### config.mk
export PLATFORM = sky130hd
export DESIGN_NAME = mdr_mem_if
export DESIGN_NICKNAME = d
export VERILOG_FILES = /design/src/rtl/mdr_mem_if.sv
export SDC_FILE = /design/constraint.sdc
export NUM_CORES = 1
export LEC_CHECK = 0
export BUFFER_PORTS_ARGS = -buffer_cell sky130_fd_sc_hd__clkbuf_2
export CORE_ASPECT_RATIO = 0.9
export CORE_MARGIN = 5
export CORE_UTILIZATION = 51
export CTS_CLUSTER_SIZE = 16
export DETAILED_ROUTE_END_ITERATION = 7
export HOLD_SLACK_MARGIN = 0.15
export PLACE_DENSITY = 0.87
export SLEW_MARGIN = 30
export SYNTH_ARGS = -nofsm -noshare
export SYNTH_HDL_FRONTEND = slang
export SYNTH_SLANG_ARGS = --single-unit
### constraint.sdc
create_clock -name clk -period 8.6 [get_ports clk]
set_clock_uncertainty 0.05 [all_clocks]
set_input_delay 2.15 -clock clk [delete_from_list [all_inputs] [get_ports clk]]
set_output_delay 2.15 -clock clk [all_outputs]
set_load 0.1 [all_outputs]
### src/rtl/mdr_mem_if.sv
// mdr_mem_if: memory data register with a single-outstanding memory handshake.
// A read or write request launches one access and the block waits for mem_ack.
// MDR can also be loaded directly from the datapath bus while idle.
// Optional feature macro: MDR_TIMEOUT_EN adds a wait counter and a sticky
// timeout flag (err). Without it the block waits for ack indefinitely.
module mdr_mem_if #(
  parameter int ADDR_W  = 9,
  parameter int TIMEOUT = 15
) (
  input  logic              clk,
  input  logic              clr,
  input  logic [31:0]       BusMuxOut,
  input  logic              MDRin,
  input  logic [ADDR_W-1:0] mar,
  input  logic              rd_req,
  input  logic              wr_req,
  output logic [31:0]       BusMuxIn_MDR,
  output logic [ADDR_W-1:0] mem_addr,
  output logic              mem_rd,
  output logic              mem_wr,
  output logic [31:0]       mem_wdata,
  input  logic [31:0]       mem_rdata,
  input  logic              mem_ack,
  output logic              busy,
  output logic              done,
  output logic              err
);

  typedef enum logic [1:0] {
    IDLE    = 2'b00,
    RD_WAIT = 2'b01,
    WR_WAIT = 2'b10
  } state_t;

  // The wait counter is 8 bits wide, so TIMEOUT must fit in 1..255.
  if ((TIMEOUT < 1) || (TIMEOUT > 255)) begin : gBadTimeout
    $error("mdr_mem_if: TIMEOUT must be within 1..255");
  end

  state_t      state_r;
  logic [31:0] mdr_r;

  // The bus mux always sees the register itself; no extra latency.
  assign BusMuxIn_MDR = mdr_r;

`ifdef MDR_TIMEOUT_EN
  localparam logic [7:0] TIMEOUT_C = 8'(TIMEOUT);
  logic [7:0] waitCnt_r;
`else
  assign err = 1'b0;
`endif

  // Access FSM: request acceptance, wait for ack (or timeout), MDR loads.
  always_ff @(posedge clk or posedge clr) begin
    if (clr) begin
      state_r   <= IDLE;
      mdr_r     <= 32'h0000_0000;
      mem_addr  <= '0;
      mem_wdata <= 32'h0000_0000;
      mem_rd    <= 1'b0;
      mem_wr    <= 1'b0;
      busy      <= 1'b0;
      done      <= 1'b0;
`ifdef MDR_TIMEOUT_EN
      waitCnt_r <= 8'd0;
      err       <= 1'b0;
`endif
    end else begin
      // done is a single-cycle pulse; only the ack branch raises it.
      done <= 1'b0;
      case (state_r)
        IDLE: begin
          // Priority: rd_req, then wr_req, then MDRin; losers are dropped.
          if (rd_req) begin
            state_r  <= RD_WAIT;
            mem_addr <= mar;
            mem_rd   <= 1'b1;
            busy     <= 1'b1;
`ifdef MDR_TIMEOUT_EN
            waitCnt_r <= 8'd0;
            err       <= 1'b0;
`endif
          end else if (wr_req) begin
            state_r   <= WR_WAIT;
            mem_addr  <= mar;
            mem_wdata <= mdr_r;
            mem_wr    <= 1'b1;
            busy      <= 1'b1;
`ifdef MDR_TIMEOUT_EN
            waitCnt_r <= 8'd0;
            err       <= 1'b0;
`endif
          end else if (MDRin) begin
            mdr_r <= BusMuxOut;
          end else begin
            mdr_r <= mdr_r;
          end
        end
        RD_WAIT, WR_WAIT: begin
          // Requests and MDRin are ignored here; address/data/strobe hold.
          if (mem_ack) begin
            if (state_r == RD_WAIT) begin
              mdr_r <= mem_rdata;
            end else begin
              mdr_r <= mdr_r;
            end
            mem_rd  <= 1'b0;
            mem_wr  <= 1'b0;
            busy    <= 1'b0;
            done    <= 1'b1;
            state_r <= IDLE;
`ifdef MDR_TIMEOUT_EN
          end else if (waitCnt_r == (TIMEOUT_C - 8'd1)) begin
            // This cycle the counter reaches TIMEOUT: give up, no done pulse.
            waitCnt_r <= waitCnt_r + 8'd1;
            err       <= 1'b1;
            mem_rd    <= 1'b0;
            mem_wr    <= 1'b0;
            busy      <= 1'b0;
            state_r   <= IDLE;
          end else begin
            waitCnt_r <= waitCnt_r + 8'd1;
          end
`else
          end else begin
            state_r <= state_r;
          end
`endif
        end
        default: begin
          // Unreachable encoding: recover to a quiet idle.
          state_r <= IDLE;
          mem_rd  <= 1'b0;
          mem_wr  <= 1'b0;
          busy    <= 1'b0;
        end
      endcase
    end
  end

endmodule

; ---- After elaboration in Yosys (flattened, before gate mapping)
; Cells that the tools add are included.
[totals]
regBits = 79
ram_bits = 0
memories = 0
latch_bits = 0
out_inout_bits = 78
wordCells = 51
rom_bits = 0
[classes]
magnitude_cmp = 0
bitwise_logic = 1
n_reduce_logical = 10
div = 0
addsub = 0
muxes = 22
n_eq_ne = 10
mul = 0
n_shift = 0
[op_table]
columns = op, count
row1 = two-way mux 32 bit, 5
row2 = one-hot mux 32 bit (2 select lines), 1
row3 = two-way mux 9 bit, 2
row4 = inequality test 2 bit (second input constant), 7
row5 = two-way mux 1 bit, 7
row6 = two-way mux 2 bit, 3
row7 = one-hot mux 1 bit (2 select lines), 3
row8 = AND reduction 2 bit, 3
row9 = AND reduction 3 bit, 2
row10 = AND reduction 6 bit, 1
row11 = one-hot mux 2 bit (2 select lines), 1
row12 = nonzero test 2 bit, 2
row13 = inequality test 3 bit (second input constant), 1
row14 = == test 2 x 1 -> 1 bit (second input constant), 1
row15 = == test 2 bit (second input constant), 1
row16 = logical NOT 2 bit, 1
row17 = OR reduction 2 bit, 1
row18 = inverter 1 bit, 1

; ---- Depth between registers and ports, before layout
; Gate-level depths: netlist (run 1).
[depth]
depth_word = 4
depth_mapped = 9
ltp_nobuf = 6

; ---- Worst setup path after synthesis (run 1)
; OpenSTA, ideal clock, no wires.
[synth_path]
path_kind = in2reg
startpoint = input mem_ack
endpoint = register mdr_r[0] (netlist: BusMuxIn_MDR[0])
setup_slack_ps = 5272
required_time_ps = 8424
t_arrival_ps = 3152
stages = 6
path_cell_list = nor2b_4 buf_6 a21oi_4 o2111a_4 buf_12 mux2_4
[synth_between]
elab_chain_len = 2
[synth_rtl]
columns = item, line_no
row1 = "start, declared", 23  ; input logic mem_ack,
row2 = inequality test 2 bit (no line), -
row3 = AND reduction 6 bit (no line), -
row4 = "end signal, assigned", 94  ; mdr_r <= BusMuxOut;
row5 = "end signal, assigned", 96  ; mdr_r <= mdr_r;
row6 = "end signal, assigned", 103  ; mdr_r <= mem_rdata;
row7 = "end, declared", 41  ; logic [31:0] mdr_r;
; No other way between the ends.
; A chain may end at the register's enable or synchronous reset.

; ---- Worst setup path in the final report (run 1)
[layout_path]
startpoint = input rd_req
endpoint = register mem_wdata[24]
[layout_between]
elab_chain_len = 2
[layout_rtl]
columns = item, line_no
row1 = "start, declared", 15  ; input logic rd_req,
row2 = inverter 1 bit (no line), -
row3 = AND reduction 3 bit (no line), -
row4 = "end signal, assigned", 86  ; mem_wdata <= mdr_r;
row5 = "end, declared", 21  ; output logic [31:0] mem_wdata,
; No other way between the ends.

==> results.txt, run 1 <==
----------------------------------------------------
[STA]
  Worst Tran Pin Value ... 0.804 ns
  Achievable Freq ... 0.287 GHz
  Post-route minimum period ... 3.49 ns
  Max-slew violations ... 0
  Final Hold Violating Endpoints ... 0
  Setup violation total in the final timing report ... 0
  Worst slew margin relative to its limit ... 46.4%
  Unrepaired setup endpoints after global routing ... no
  Fin crit share ... around two fifths
  Final sum of negative setup slack ... 0 ns

[Final layout]
  Leading cell types in the layout, fill and taps excluded ... clkbuf_2, dfrtp_1, mux2_2, mux2_4, clkbuf_8
  Most common cell after layout, fill and taps aside ... clkbuf_2
  Fill cell total of the finished layout ... around 520
  Final net count ... 466
  Area added between synthesis and finish ... 28.3%
  Fraction of layout cells with a size suffix above 1 ... around 73%
  Final antenna diode count ... 0

[Clock tree]
  Post-CTS setup buffer count ... 0
  TritonCTS clock tree ... built
  H-tree level count ... 3
  Hold buffer count at cts ... 0
  Latest clock arrival within the worst-skew pair ... 0.33 ns
  Master cell of the clock root buffer ... clkbuf_8
  Max Root-Sink Buffers ... 2
  Clock input transition at the sequential cells of the worst setup and hold paths ... about 0.08 ns
  # resized after CTS ... 0
  Total clock buffers created by CTS ... 9
  Number of sinks on the clock net ... between 70 and 80

[Setup path]
  Type of element launching the critical path ... input port
  Setup crit end kind ... flop
  Critical R2R Launch ... state_r[0]
  Standard cell with the maximum stage delay on the critical path ... nand2_1
  Slowest Stage Delay on Critical Path ... 0.50 ns
  Kind of critical path ... in2reg
  Crit-path cells ... clkbuf_2 > nor2_1 > nand2_1 > buf_4 > mux2_2
  Critical-path maximum fanout ... 18
  Worst r2r path cells ... 7
  Setup slack of the worst register-to-register path ... 5.51 ns
  Data arrival at the endpoint of the critical path ... 3.65 ns
  Reg-to-Reg End ... BusMuxIn_MDR[31]
  Critical path data required time ... 8.76 ns

[Die]
  Width of the chip ... 98.7 µm
  Die outline area ... 8860 µm²
  Core region area ... 6970 µm²
  Standard-cell rows ... 29
  Chip height ... 89.8 µm
  Starting Density ... 51.8%
  Number of placed I/O pins ... 157

[Placement]
  Placer congestion estimate ... 0.806
  Half-perimeter wire length after placement ... 5.67 mm
  Total of buffers placed on input and output ports ... 155

[Route]
  Detailed router's first-iteration violation count ... 33
  Via count ... 2368
  Vias per cell ... approximately 5
  DR DRC count ... 0
  Total iterations of the first detailed-routing run ... 4
  Total Wirelength ... 7.56 mm
  Post-DRT Antenna Nets ... 0
  Routed len/inst ... 15.7 µm

[Flow run]
  Reported max-cap violation count ... 0

[Global route]
  Total congestion overflow ... 0
  Total routing usage reported by global routing ... 17.6%
  Initial antenna violation count ... 0
  Number of global-route vias before repair ... 2606
  First-pass GRT wire length ... 12.8 mm
  Pin count of the biggest net entering global routing ... 80

[Logic synthesis]
  Total nets after synthesis ... 310
  Simple-gate share of the synthesized area ... between 1 and 1.5%
  Number of unique standard cell types used by synthesis ... 23
  Multiplexer area fraction after synthesis ... 36.2%
  Mapped cell area ... 3610 µm²
  XOR/XNOR Fraction of Synth Area ... 0%
  Number of synthesized register bits ... between 70 and 80
  Largest family of logic cells by synthesized area ... multiplexers
  Compound-Gate Fraction of Synth Area ... 2.77%
  Portion of the post-synthesis area used by sequential elements ... 54.8%
  Adder and majority gate portion of the synthesized area ... 1.04%
  Average cell area after synthesis ... between 15 and 20 µm²
  Number of warnings issued by yosys ... 0
  Synthesized instance count ... 228

[Run status]
  Run status ... complete, no violations

[Min path]
  Min-Delay Endpoint ... mem_rd
  Instance count along the most critical hold path ... 1
  Source of the worst hold timing path ... mem_rd
  Worst min-delay path class ... reg2reg

----------------------------------------------------
-- cell type report --
| type | instances | area (µm²) | area share [%] |
|---|---|---|---|
| Sequential cell | 79 | 1980 | 42.7 |
| Clock inverter | 6 | 83.8 | 1.81 |
| Multi-Input combinational cell | 130 | 1490 | 32.2 |
| Clock buffer | 10 | 138 | 2.97 |
| Tap cell | 93 | 116 | 2.51 |
| Timing Repair Buffer | 158 | 802 | 17.3 |
| Inverter | 6 | 23.8 | 0.513 |
-- metrics by stage --
stage | instances | setup WS (ns) | hold WS (ns) | utilization, % | cell area, µm²
floorplan | 228 | 4.38 | 0.453 | - | 3610
global placement | 466 | 4.80 | 0.427 | 63.2 | 4410
detailed placement | 466 | 4.72 | 0.431 | 63.2 | 4410
CTS | 482 | 5.08 | 0.449 | 66.4 | 4630
global route | 482 | 5.01 | 0.457 | 66.5 | 4630
finish | 482 | 5.11 | 0.442 | 66.5 | 4630
-- sequential cells by signal, indices dropped and copies added (netlist names) --
register	flops
BusMuxIn_MDR	32
busy	1
done	1
mem_addr	9
mem_rd	1
mem_wdata	32
mem_wr	1
state_r	2
-- worst max-delay path, delay by kind of cell --
family / cells / cell delay, ns
and+or+nand+nor: 2 / 0.58
buffers and inverters: 2 / 0.54
muxes: 1 / 0.37
-- metal layers --
metal	global-route usage [%]	up-vias	wire, µm	part of all wire [%]
met5	0	-	0	0
met4	5.46	0	65	0.86
met3	5.42	7	569	7.5
met2	28.5	96	3680	49
met1	22.7	1145	3250	43
li1	-	1120	-	-
-- Yosys cell counts --
cell	count	area [µm²]
dfrtp_1	79	1980
mux2_2	76	856
mux2_4	30	450
inv_1	6	22.5
clkbuf_1	4	15.0
a21oi_1	3	15.0
buf_12	3	60.1
buf_2	3	15.0
ha_1	3	37.5
nand2_1	3	11.3
nor2_1	3	11.3
buf_6	2	22.5
o21ai_0	2	10.0
o22ai_1	2	12.5
a21oi_4	1	16.3
a22o_1	1	8.76
and2_1	1	6.26
buf_4	1	7.51
conb_1	1	3.75
nor2b_4	1	13.8
o2111a_4	1	20.0
o21ai_2	1	8.76
o22a_1	1	8.76
-- cells by family (layout without fill, tap and decap cells) --
| logic type | after synthesis | count (layout) |
|---|---|---|
| compound gates | 12 | 12 |
| other cells | 1 | 1 |
| simple gates | 8 | 8 |
| fa+ha+maj | 3 | 3 |
| mux | 106 | 106 |
| flops | 79 | 79 |
| buf+inv | 19 | 180 |
-- how the worst max path moves through the flow --
| stage | endpoint | depth (start not counted) | slack (ns) | start |
|---|---|---|---|---|
| after detailed placement | mem_wdata[15] | 5 | 4.72 | rd_req |
| final | mem_wdata[24] | 5 | 5.11 | rd_req |
| after global placement | mem_wdata[23] | 5 | 4.80 | rd_req |
| after floorplan | BusMuxIn_MDR[0] | 1 | 4.38 | clr |
| after global routing | mem_wdata[24] | 5 | 5.01 | rd_req |
| after CTS | mem_wdata[24] | 5 | 5.08 | rd_req |
Power of run 1 is not shown: default switching activity piles up to over one toggle a cycle in this logic, so the estimate is an artifact.
==> inputs of run 2 (changes only) <==
ABC_AREA = 1   (was unset)
CORE_UTILIZATION = 48   (was 51)
PLACE_DENSITY = 0.83   (was 0.87)
clock period = 3.5 ns   (was 8.6 ns; I/O delays follow)
==> run 2 against run 1 <==
Critical path depth is the same. First-iteration DRC count rose to 3.8 times the previous value. Sequential share of layout area about the same. Sequential cell count is the same. Critical path type is now reg2reg.
==> results.txt, run 2 <==
----------------------------------------------------
[Logic synthesis]
  Number of synthesized register bits ... 79 (unchanged)
  Simple-gate share of the synthesized area ... 30.3% (+29 points)
  Cell types with the largest area share after synthesis ... dfrtp_1, nand2_1, nand3_1, o21ai_0, inv_1
  Share of Yosys cell area claimed by the top area cell type ... 54.7% (-0.095 points)
  Synth area leader ... dfrtp_1
  Compound-Gate Fraction of Synth Area ... 5.57% (+2.8 points)
  Total nets after synthesis ... 542 (+75%)
  Top cells by instance count after synthesis ... nand2_1, dfrtp_1, nand3_1
  Multiplexer area fraction after synthesis ... 0% (-36 points)
  Most frequently used flop master after synthesis ... dfrtp_1
  Largest family of logic cells by synthesized area ... simple AND/OR/NAND/NOR gates
  XOR/XNOR Fraction of Synth Area ... 0% (unchanged)
  Number of enable flip-flop cells after synthesis ... 0 (unchanged)
  Number of warnings issued by yosys ... 0 (unchanged)
  Adder and majority gate portion of the synthesized area ... 1.04% (-0.0018 points)
  Number of unique standard cell types used by synthesis ... 19 (-17%)
  Mapped cell area ... 3620 µm² (+0.17%)
  Average cell area after synthesis ... 7.86 µm² (-50%)
  Cell with the most instances after synthesis ... nand2_1
  Async set-or-reset flop fraction in the synthesized netlist ... 100% (unchanged)
  Synthesized instance count ... 460 (+100%)
  Portion of the post-synthesis area used by sequential elements ... 54.7% (-0.095 points)

[Route]
  Detailed router's first-iteration violation count ... 125 (+280%)
  Via count ... 3330 (+41%)
  Routed len/inst ... 12.9 µm (-18%)
  Post-DRT Antenna Nets ... 0 (unchanged)
  Total iterations of the first detailed-routing run ... 4 (unchanged)
  DR DRC count ... 0 (unchanged)
  Total Wirelength ... 9.17 mm (+21%)
  Vias per cell ... 4.69 (-4.5%)

[Final layout]
  Final net count ... 691 (+48%)
  Area added between synthesis and finish ... 28.0%
  Fraction of layout cells with a size suffix above 1 ... 30.1% (-43 points)
  Final antenna diode count ... 0 (unchanged)
  Leading cell types in the layout, fill and taps excluded ... nand2_1, clkbuf_2, dfrtp_1, nand3_1, inv_1
  Most common cell after layout, fill and taps aside ... nand2_1

[STA]
  Final Hold Violating Endpoints ... 0 (unchanged)
  Setup violation total in the final timing report ... 0 (unchanged)
  Max-slew violations ... 0 (unchanged)
  Unrepaired setup endpoints after global routing ... no
  Post-route minimum period ... between 2 and 3 ns
  Final sum of negative setup slack ... 0 ns (unchanged)
  Fin crit share ... 72.0%
  Worst Tran Pin Value ... 0.778 ns (-0.0263 ns)
  Achievable Freq ... roughly 0.40 GHz
  Worst slew margin relative to its limit ... 48.1% (+1.7 points)

[Clock tree]
  Post-CTS setup buffer count ... 0 (unchanged)
  Latest clock arrival within the worst-skew pair ... 0.33 ns (about the same)
  Master cell of the clock root buffer ... clkbuf_8
  # resized after CTS ... 0 (unchanged)
  Max Root-Sink Buffers ... 2 (unchanged)
  TritonCTS clock tree ... built
  Total clock buffers created by CTS ... 9 (unchanged)
  Hold buffer count at cts ... 0 (unchanged)
  Number of sinks on the clock net ... 79 (unchanged)
  H-tree level count ... 3 (unchanged)
  Clock input transition at the sequential cells of the worst setup and hold paths ... 0.08 ns (about the same)

[Die]
  Die outline area ... 9370 µm² (+5.7%)
  Starting Density ... 48.7% (-3.2 points)
  Chip height ... 92.3 µm (+2.8%)
  Number of placed I/O pins ... 157 (unchanged)
  Standard-cell rows ... 30 (+3.4%)
  Core region area ... 7430 µm² (+6.7%)
  Width of the chip ... 101 µm (+2.8%)

[Global route]
  First-pass GRT wire length ... 15.1 mm (+18%)
  Pin count of the biggest net entering global routing ... 58 (-28%)
  Total routing usage reported by global routing ... 20.1% (+2.5 points)
  Total congestion overflow ... 0 (unchanged)
  Number of global-route vias before repair ... 3292 (+26%)
  Initial antenna violation count ... 0 (unchanged)

[Setup path]
  Setup slack of the worst register-to-register path ... 0.98 ns (-4.53 ns)
  Setup crit end kind ... flop
  Critical path data required time ... 3.69 ns (-5.07 ns)
  Reg-to-Reg End ... mem_wdata[7]
  Type of element launching the critical path ... flop
  Critical R2R Launch ... state_r[0]
  Kind of critical path ... reg2reg
  Worst r2r path cells ... 5 (-2)
  Data arrival at the endpoint of the critical path ... 2.71 ns (-0.94 ns)
  Critical-path maximum fanout ... 47 (+29)

[Min path]
  Min-Delay Endpoint ... mem_addr[4]
  Source of the worst hold timing path ... mem_addr[4]
  Instance count along the most critical hold path ... 2 (+1)
  Worst min-delay path class ... reg2reg

[Placement]
  Placer congestion estimate ... 0.868 (+7.7%)
  Total of buffers placed on input and output ports ... 155 (unchanged)
  Half-perimeter wire length after placement ... 6.83 mm (+20%)

[Run status]
  Run status ... complete, no violations

[Flow run]
  Reported max-cap violation count ... 0 (unchanged)

----------------------------------------------------
run 2: cell count changes in the layout (fill, tap and decap cells not counted), moves of 2 or more:
cell | before | now
nand2_1 | 3 | 222
mux2_2 | 76 | 0
nand3_1 | 0 | 43
inv_1 | 5 | 39
o21ai_0 | 2 | 35
mux2_4 | 30 | 0
buf_4 | 2 | 7
clkbuf_1 | 0 | 2
inv_2 | 0 | 2
nand2_2 | 0 | 2
o22ai_1 | 2 | 0
run 2: cell families (layout without fill, tap and decap cells):
logic type | after synthesis | after routing
AND/OR/NAND/NOR | 272 | 272
AO/OA/AOI/OAI | 39 | 39
adder cells (fa/ha/maj) | 3 | 3
buffers and inverters | 66 | 220
other | 1 | 1
flip-flops | 79 | 79
run 2: how the worst max path moves through the flow:
stage,start,to,slack (ns),depth (start not counted)
global route,state_r[0],mem_wdata[7],0.74,5
detailed placement,rd_req,mem_wdata[7],0.99,5
floorplan,clr,BusMuxIn_MDR[0],0.55,1
finish,state_r[0],mem_wdata[7],0.98,5
CTS,state_r[0],mem_wdata[7],0.93,5
global placement,rd_req,mem_wdata[8],1.08,6
run 2: layout make-up:
cell class / instances / area [µm²]
clock buffers: 12 / 145
clock inverters: 4 / 45.0
fillers: 707 / 2810
inverters: 42 / 160
multi-input cells: 315 / 1350
flip-flops and latches: 79 / 1980
well taps: 96 / 120
repair buffers: 162 / 828
run 2: metrics by stage:
step / instance area [µm²] / hold slack (ns) / worst slack (ns) / utilization [%] / std cells
2_1_floorplan: 3620 / 0.403 / 0.552 / - / 460
3_3_place_gp: 4440 / 0.405 / 1.08 / 59.7 / 694
3_5_place_dp: 4440 / 0.407 / 0.990 / 59.7 / 694
4_1_cts: 4630 / 0.426 / 0.934 / 62.2 / 710
5_1_grt: 4630 / 0.451 / 0.736 / 62.3 / 710
6_report: 4630 / 0.421 / 0.981 / 62.3 / 710
run 2: per-layer routing:
layer | part of all wire (%) | vias to the layer above | track usage (%)
li1 | - | 1707 | -
met1 | 41 | 1489 | 25.3
met2 | 50 | 120 | 34.7
met3 | 7.8 | 14 | 3.77
met4 | 1.5 | 0 | 6.64
met5 | 0 | - | 0
run 2: worst max-delay path, cell delays in order, from the launching register on:
cell     delay (ns)
dfrtp_1        0.41
inv_1          0.09
ha_1           0.48
nand3_2        0.72
buf_4          0.46
o21ai_0        0.20
Power of run 2 is left out for the same reason.
